==> config.mk <==
export PLATFORM = sky130hd
export DESIGN_NAME = uart_word_scheduler
export DESIGN_NICKNAME = d
export VERILOG_FILES = /design/src/rtl/uart_word_scheduler.sv
export SDC_FILE = /design/constraint.sdc
export NUM_CORES = 1
export LEC_CHECK = 0
export CORE_MARGIN = 2
export CORE_UTILIZATION = 58
export DETAILED_ROUTE_END_ITERATION = 10
export DONT_BUFFER_PORTS = 1
export GPL_ROUTABILITY_DRIVEN = 0
export PLACE_DENSITY = 0.88
export SLEW_MARGIN = 20
export SYNTH_ARGS = -nofsm -noshare
export SYNTH_HDL_FRONTEND = slang
export SYNTH_SLANG_ARGS = --single-unit
==> constraint.sdc <==
create_clock -name clk -period 3 [get_ports clk]
set_input_delay 0.3 -clock clk [delete_from_list [all_inputs] [get_ports clk]]
set_output_delay 0.3 -clock clk [all_outputs]
set_load 0.02 [all_outputs]
==> src/rtl/uart_word_scheduler.sv <==
// Round-robin scheduler that shares one uart_tx byte transmitter between
// several word producers, sending an optional source tag ahead of each word.
//
// state    | meaning
// IDLE     | no word in flight; arbitrate among valid requesters
// SEND     | wait for tx_ready, then load the current byte and pulse tx_start
// WAIT_ACK | wait for tx_ready to drop (byte taken), then advance or finish
module uart_word_scheduler #(
  parameter int NUM_REQ  = 2,
  parameter int WORD_W   = 32,
  parameter int SEND_TAG = 1
) (
  input  logic                      clk,
  input  logic                      rst,
  input  logic [NUM_REQ-1:0]        req_valid,
  input  logic [NUM_REQ*WORD_W-1:0] req_data,
  output logic [NUM_REQ-1:0]        req_ready,
  output logic [7:0]                tx_data,
  output logic                      tx_start,
  input  logic                      tx_ready,
  output logic                      busy,
  output logic [3:0]                grant_id
);

  localparam bit        TAG_EN    = (SEND_TAG != 0);
  localparam int        NBYTES    = WORD_W / 8 + (TAG_EN ? 1 : 0);
  localparam logic [7:0] LAST_BYTE = 8'(NBYTES - 1);

  typedef enum logic [1:0] {
    IDLE     = 2'd0,
    SEND     = 2'd1,
    WAIT_ACK = 2'd2
  } state_t;

  state_t               state, state_nxt;
  logic [3:0]           rr_ptr, rr_ptr_nxt;
  logic [7:0]           byte_cnt, byte_cnt_nxt;
  logic [WORD_W-1:0]    shift_reg, shift_nxt;
  logic [NUM_REQ-1:0]   req_ready_nxt;
  logic [7:0]           tx_data_nxt;
  logic                 tx_start_nxt;
  logic [3:0]           grant_nxt;

  logic [15:0]          valid_pad;
  logic [15:0]          grant_onehot;
  logic [4:0]           cand;
  logic                 arb_found;
  logic [3:0]           arb_idx;
  logic [WORD_W-1:0]    arb_word;
  logic                 tag_slot;
  logic [7:0]           cur_byte;

  assign valid_pad    = 16'(req_valid);
  assign grant_onehot = 16'd1 << arb_idx;

  // First valid requester at or after rr_ptr, wrapping modulo NUM_REQ.
  always_comb begin
    arb_found = 1'b0;
    arb_idx   = '0;
    cand      = '0;
    for (int i = 0; i < NUM_REQ; i++) begin
      cand = {1'b0, rr_ptr} + 5'(i);
      if (cand >= 5'(NUM_REQ)) cand = cand - 5'(NUM_REQ);
      if (!arb_found && valid_pad[cand[3:0]]) begin
        arb_found = 1'b1;
        arb_idx   = cand[3:0];
      end
    end
  end

  always_comb begin
    arb_word = '0;
    for (int j = 0; j < NUM_REQ; j++) begin
      if (arb_idx == 4'(j)) arb_word = req_data[j*WORD_W +: WORD_W];
    end
  end

  // Data bytes always come from the bottom of shift_reg; it shifts after each one.
  assign tag_slot = TAG_EN && (byte_cnt == 8'd0);
  assign cur_byte = tag_slot ? {4'hA, grant_id} : shift_reg[7:0];

  always_comb begin
    state_nxt     = state;
    rr_ptr_nxt    = rr_ptr;
    byte_cnt_nxt  = byte_cnt;
    shift_nxt     = shift_reg;
    req_ready_nxt = '0;
    tx_data_nxt   = tx_data;
    tx_start_nxt  = 1'b0;
    grant_nxt     = grant_id;
    case (state)
      IDLE: begin
        if (arb_found) begin
          grant_nxt     = arb_idx;
          shift_nxt     = arb_word;
          req_ready_nxt = grant_onehot[NUM_REQ-1:0];
          rr_ptr_nxt    = (arb_idx == 4'(NUM_REQ - 1)) ? 4'd0 : arb_idx + 4'd1;
          byte_cnt_nxt  = 8'd0;
          state_nxt     = SEND;
        end
      end
      SEND: begin
        if (tx_ready) begin
          tx_data_nxt  = cur_byte;
          tx_start_nxt = 1'b1;
          if (!tag_slot) shift_nxt = shift_reg >> 8;
          state_nxt    = WAIT_ACK;
        end
      end
      WAIT_ACK: begin
        if (!tx_ready) begin
          if (byte_cnt == LAST_BYTE) begin
            state_nxt = IDLE;
          end else begin
            byte_cnt_nxt = byte_cnt + 8'd1;
            state_nxt    = SEND;
          end
        end
      end
      default: state_nxt = IDLE;
    endcase
  end

  always_ff @(posedge clk or posedge rst) begin
    if (rst) begin
      state     <= IDLE;
      rr_ptr    <= '0;
      byte_cnt  <= '0;
      shift_reg <= '0;
      req_ready <= '0;
      tx_data   <= '0;
      tx_start  <= 1'b0;
      busy      <= 1'b0;
      grant_id  <= '0;
    end else begin
      state     <= state_nxt;
      rr_ptr    <= rr_ptr_nxt;
      byte_cnt  <= byte_cnt_nxt;
      shift_reg <= shift_nxt;
      req_ready <= req_ready_nxt;
      tx_data   <= tx_data_nxt;
      tx_start  <= tx_start_nxt;
      busy      <= (state_nxt != IDLE);
      grant_id  <= grant_nxt;
    end
  end

endmodule

==> results of run 1 <==
[power by group]
part           switching [mW]  internal (mW)
clock network           0.309          0.323
registers               0.229           1.07
logic                   0.285          0.355
[final cells by class]
class | count | area share, %
clock inverter | 1 | 0.126
tap | 77 | 2.43
inverter | 12 | 1.14
sequential | 62 | 39.3
timing repair buffer | 12 | 2.59
multi-input combinational | 259 | 50.5
clock buffer | 15 | 3.95
[layout by cell type (no fill, tap or decap), drive strengths merged, types with 3 or more instances in the layout]
cell type / Yosys / layout
a2111oi: 24 / 24
a21oi: 10 / 10
a221oi: 16 / 16
buf: 13 / 12
clkbuf: 13 / 15
dfrtp: 62 / 62
ha: 8 / 8
inv: 12 / 12
mux2i: 32 / 32
nand2: 12 / 12
nand3: 4 / 4
nand4: 3 / 3
nor2: 35 / 35
nor2b: 4 / 4
nor3: 27 / 27
o21ai: 9 / 9
o22ai: 28 / 28
o2bb2ai: 8 / 8
o31ai: 5 / 5
or4: 4 / 4
[per-layer routing]
metal	track usage (%)	vias to the layer above
met4	9.53	0
li1	-	1401
met2	42.4	137
met5	0	-
met1	32.8	1460
met3	10.9	21
[cells by family (layout without fill, tap and decap cells)]
logic type | after synthesis | count (layout)
AOI/OAI and AO/OA | 113 | 113
xor gates and xnor gates | 3 | 3
adders and majority gates | 8 | 8
buffers and inverters | 38 | 40
DFF | 62 | 62
muxes | 34 | 34
and+or+nand+nor | 101 | 101
[worst max-delay path by stage]
| stage | cells past startpoint | to | from | slack (ns) |
|---|---|---|---|---|
| global placement | 9 | shift_reg[4] | rr_ptr[1] | 0.29 |
| CTS | 9 | shift_reg[14] | rr_ptr[1] | 0.13 |
| detailed placement | 9 | shift_reg[14] | rr_ptr[1] | 0.14 |
| global route | 11 | shift_reg[15] | rr_ptr[1] | 0.02 |
| floorplan | 13 | shift_reg[5] | rr_ptr[0] | 0.03 |
| finish | 11 | shift_reg[15] | rr_ptr[1] | 0.24 |
[through the flow]
step | hold WS [ns] | worst slack (ns) | total power [mW]
after floorplan | 0.429 | 0.0306 | 1.82
after global routing | 0.0775 | 0.0227 | 2.72
after global placement | 0.413 | 0.288 | 1.91
final | 0.0421 | 0.244 | 2.57
after CTS | 0.0624 | 0.135 | 2.59
after detailed placement | 0.432 | 0.145 | 1.96
[synthesized netlist by cell type (all sizes together) (2+ instances only)]
cell,n,area (sq um)
dfrtp,62,1550
nor2,35,136
mux2i,32,320
o22ai,28,175
nor3,27,135
a2111oi,24,360
a221oi,16,140
buf,13,103
clkbuf,13,52.6
inv,12,45.0
nand2,12,50.1
a21oi,10,50.1
o21ai,9,45.0
ha,8,100
o2bb2ai,8,70.1
o31ai,5,42.5
nand3,4,20.0
nor2b,4,25.0
or4,4,33.8
nand4,3,18.8
a22o,2,17.5
a22oi,2,15.0
and4,2,17.5
mux2,2,22.5
nand3b,2,15.0
nor3b,2,15.0
o22a,2,17.5
xor2,2,17.5
[what timing repair did]
action | 4_1_cts | 5_1_grt
endpoints found under the setup margin | 0 | 16
hold buffers | 0 | 0
resized for setup | 0 | 3
==> results.toml, run 1 <==
[hold_path]
min-delay-path-class = "in2async"

[detailed_routing]
antenna_left = 0
num_vias = 3019
drc_errors = 0
detail_route.iter0.violations = 333
topRoutingLayerUsed = "met4"
detailroute.wirelength.met2_um = 4260
route.detailed.wl_per_inst_um = 20.3
average_vias_per_placed_instance = 6.89
wl_um = 8910
met1Wirelength_um = 3500
detailed_route_wirelength_on_metal3_um = 961
drt_pass1_iterations = 5

[floorplan]
num_rows = 29
start_util_pct = 59.5
die_h_um = 84.2
top_level_ports = 85
design.core.area_sq_um = 6280
die_area_sq_um = 7090
die-width_um = 84.2

[synthesis]
postSynthRegisterBits = 62
yosysWarnings = 0
post_synth_num_cell_types = 53
synth_top_family_by_area = "compound AO/OA/AOI/OAI gates"
synthMuxAreaShare_pct = 9.18
async_reset_ff_share_pct = 100
synthCells = 359
synth-seq-area-share_pct = 41.6
synth-edff-count = 0
synth_fp_nets = 436
mappedNetlistArea_sq_um = 3730
synth_area_per_cell_sq_um = 10.4
synth_xor_area_share_pct = 0.704
post_synth_adder_cell_area_pct = 2.68
synth-compound-area-share_pct = 26.7
synth_ff_type = "sky130_fd_sc_hd__dfrtp_1"
yosys.area_share.simple_pct = 13.8

[placed_design]
placed_cells_incl_taps = 422
dpl_cell_area_sq_um = 3780
portBuffers = 0
place_hpwl_um = 6460

[worst_setup_path]
r2r_setup_slack_ns = 0.24
worstSetupStartpointType = "flop"
crit_slowest_cell = "sky130_fd_sc_hd__dfrtp_2"
crit_path_max_fanout = 27
endpoint_kind = "flop"
crit_path_max_incr_delay_ns = 0.45
r2r-start = "rr_ptr[1]"
timing.critical_path.required_ns = 3.22
worst_reg2reg_path_endpoint = "shift_reg[15]"
cell_depth_of_the_worst_flop_to_flop_path = 11
timing.critical_path.cells = "ha_1 -> xnor2_1 -> ha_1 -> nor3b_1 -> nand2_1 -> mux2i_2 -> buf_4 -> o31a_1 -> buf_12 -> nor3_1 -> a2111oi_2"
timing.critical_path.mode_cell = "sky130_fd_sc_hd__ha_1"
critical-path-top-delay-family = "compound AO/OA/AOI/OAI gates"
worstPathArrival_ns = 2.98
crit_type = "reg2reg"
cp_num_buf_inv = 2

[power_and_ir_drop]
static-leakage-power_nw = 1.61
cellPowerDensity_nw_per_um2 = 650
vdd_ir_drop_max_mv = 0.501

[global_route]
grt_overflow_total = 0
grt_pass1_vias = 3146
grt_pass1_wl_um = 15200
number_of_antenna_violations_at_the_first_check_in_global_routing = 0
grt_start_max_net_pins = 46
grt_use_total_pct = 26.7

[cts]
cts_htree_levels = 3
clk-insertion-delay-late_ns = 0.34
cts_max_path_buffers = 2
tritoncts = "built"
clock_sinks = 62
postCtsSetupRepairBufs = 0
cts.clk_slew.worst_paths_ns = 0.07
tritoncts.num_buffers = 9
root_buffer = "sky130_fd_sc_hd__clkbuf_8"

[finish]
final_util_pct = 63.1
nets = 433
drive_gt1_share_pct = 17.2
instances_no_fill = 438
sequential_cell_area_sq_um = 1550
finalInstanceArea_sq_um = 3960
fillers = 488
n_antenna_cell = 0
multi_input_area_sq_um = 2000
largest_reg_flops = 32
area_growth_from_synthesis_to_layout_pct = 6.03

[outcome]
outcome = "completed"

[sta]
skew_ns = 0.00676
drv_slew = 0
worstMarginPinSlew_ns = 0.928
timing.setup.tns_ns = 0
final_hold_viol_count = 0
grt_setup_unrepaired = "false"
maximum_operating_frequency_mhz = 363
min_period_ns = 2.76
period_share_pct = 91.9
max-slew-margin-rel_pct = 38.1
setup_viol = 0

[job]
drv.max_cap_violation_count = 0
Power figures use the tool's default switching activity.
==> run 2, diff against run 1 <==
clock period = 2.3 ns   (was 3 ns; I/O delays follow)
==> results.toml, run 2 (same netlist as run 1, synthesis figures left out) <==
[sta]
min_period_ns = 2.67
drv_slew = 0
worst_hold_slack_ns = 0.00439
max-slew-margin-rel_pct = 52.1
skew_ns = 0.0116
setup_viol = 43
postLayoutSetupSlackWorst_ns = -0.367
maximum_operating_frequency_mhz = 375
period_share_pct = 116
final_hold_viol_count = 0
grt_setup_unrepaired = "true"
worstMarginPinSlew_ns = 0.717

[detailed_routing]
detail_route.iter0.violations = 379
num_vias = 3684
drc_errors = 0
drt_pass1_iterations = 5
average_vias_per_placed_instance = 7.71
antenna_left = 0
wl_um = 13400
route.detailed.wl_per_inst_um = 28.1

[worst_setup_path]
cell_depth_of_the_worst_flop_to_flop_path = 10
crit_type = "reg2reg"
worstSetupStartpointType = "flop"
endpoint_kind = "flop"
crit_path_max_fanout = 7
worstPathArrival_ns = 2.93
timing.critical_path.required_ns = 2.57

[finish]
largest_reg_flops = 32
layout_common_cells = "sky130_fd_sc_hd__dfrtp_1 (61), sky130_fd_sc_hd__nor2_1 (32), sky130_fd_sc_hd__mux2i_1 (30), sky130_fd_sc_hd__buf_4 (30), sky130_fd_sc_hd__o22ai_1 (24)"
layout.cells.most_common = "sky130_fd_sc_hd__dfrtp_1"
multi_input_area_sq_um = 2700
instances_no_fill = 478
area_growth_from_synthesis_to_layout_pct = 37.7
nets = 473
fillers = 297
n_antenna_cell = 0
finalInstanceArea_sq_um = 5140
drive_gt1_share_pct = 45.1
sequential_cell_area_sq_um = 1550

[placed_design]
place_hpwl_um = 7040
placed_cells_incl_taps = 440
dpl_cell_area_sq_um = 4190
portBuffers = 0

[cts]
cts_max_path_buffers = 2
tritoncts.num_buffers = 9
tritoncts = "built"
clock_sinks = 62
cts.clk_slew.worst_paths_ns = 0.07
cts_htree_levels = 3
clk-insertion-delay-late_ns = 0.36
root_buffer = "sky130_fd_sc_hd__clkbuf_8"

[global_route]
grt_start_max_net_pins = 26
grt_overflow_total = 0
grt_pass1_vias = 3495
grt_use_total_pct = 33.5
number_of_antenna_violations_at_the_first_check_in_global_routing = 0
grt_pass1_wl_um = 18400

[power_and_ir_drop]
p_switching_mw = 1.47
vdd_ir_drop_max_mv = 0.774
combinationalPowerShare_pct = 30.2
power_frac_seq_pct = 45.6
switching_share_pct = 36.8
static-leakage-power_nw = 2.03
internal_power_mw = 2.52
cellPowerDensity_nw_per_um2 = 775
finalPower_mw = 3.99
clkPwrFrac_pct = 24.3

[floorplan]
die_area_sq_um = 7090
start_util_pct = 59.5
design.core.area_sq_um = 6280
top_level_ports = 85
die_h_um = 84.2
die-width_um = 84.2
num_rows = 29

[outcome]
outcome = "complete, but fails checks"
failed_checks = "setup timing"

[job]
drv.max_cap_violation_count = 0

[hold_path]
min-delay-path-class = "in2reg"
hold_path_cells = 1
==> run 2: changes by cell type in the layout (fill, tap and decap cells not counted), moves of 12 or more <==
cell / before / now
sky130_fd_sc_hd__a221oi_2: 0 / 14
sky130_fd_sc_hd__a221oi_1: 16 / 0
sky130_fd_sc_hd__nor3_4: 0 / 13
sky130_fd_sc_hd__nor3_1: 27 / 2
sky130_fd_sc_hd__nor3_2: 0 / 12
sky130_fd_sc_hd__buf_4: 11 / 30
==> run 2: final timing paths <==
| kind | end | slack, ns | from |
|---|---|---|---|
| max in group asynchronous | shift_reg[16] | 1.29 | rst |
| hold reg to reg | shift_reg[28] | 0.51 | shift_reg[28] |
| min in group asynchronous | tx_start | 0.31 | rst |
| setup reg to reg | byte_cnt[6] | -0.37 | rr_ptr[0] |
| hold / removal | state[1] | 0.004 | tx_ready |
| setup / recovery | byte_cnt[6] | -0.37 | rr_ptr[0] |
==> run 2: routing by layer <==
metal	track usage (%)	wire length (um)	up-vias
met5	0	0	-
met4	17.6	813	0
met3	6.69	1070	81
met2	56.3	6700	277
met1	40.6	4850	1842
li1	-	-	1484
==> run 2: what timing repair did <==
action	4_1_cts	5_1_grt
endpoints found under the setup margin	42	47
hold buffers	1	0
endpoints found under the hold margin	17	0
setup buffers	11	10
resized for setup	50	49
cloned	4	0
pin swaps	22	26
==> run 2: layout make-up <==
class                           instances  area share (%)
Clock buffer                            9            2.41
Inverter                               12           0.973
Sequential cell                        62            30.2
Timing Repair Buffer                   51            10.8
Clock inverter                          7            1.27
Tap cell                               77            1.87
Multi-Input combinational cell        260            52.5
==> run 2: worst max-delay path, stage by stage (launching register included) <==
cell and delay [ns]:
sky130_fd_sc_hd__dfrtp_2 0.44, sky130_fd_sc_hd__ha_2 0.22, sky130_fd_sc_hd__xnor2_2 0.15, sky130_fd_sc_hd__ha_4 0.29, sky130_fd_sc_hd__nor3b_4 0.21, sky130_fd_sc_hd__nand2_2 0.09
sky130_fd_sc_hd__mux2i_4 0.22, sky130_fd_sc_hd__buf_6 0.15, sky130_fd_sc_hd__o31ai_4 0.08, sky130_fd_sc_hd__or4_4 0.53, sky130_fd_sc_hd__a21oi_2 0.21
==> run 2: per-stage QoR <==
| stage | TNS, ns | utilization, % | setup WS [ns] |
|---|---|---|---|
| global placement | -2.47 | 66.8 | -0.169 |
| floorplan | -7.98 | - | -0.217 |
| finish | -8.06 | 81.9 | -0.367 |
| global route | -11.49 | 81.9 | -0.402 |
| CTS | -3.96 | 76.6 | -0.178 |
| detailed placement | -5.40 | 66.8 | -0.240 |
==> run 2: power groups by stage <==
stage / Sequential, mW / Combinational [mW] / Clock, mW
floorplan: 1.68 / 0.772 / 0
global placement: 1.75 / 0.886 / 0
detailed placement: 1.76 / 0.948 / 0
CTS: 1.77 / 1.05 / 0.937
global route: 1.82 / 1.27 / 1.01
finish: 1.82 / 1.20 / 0.967
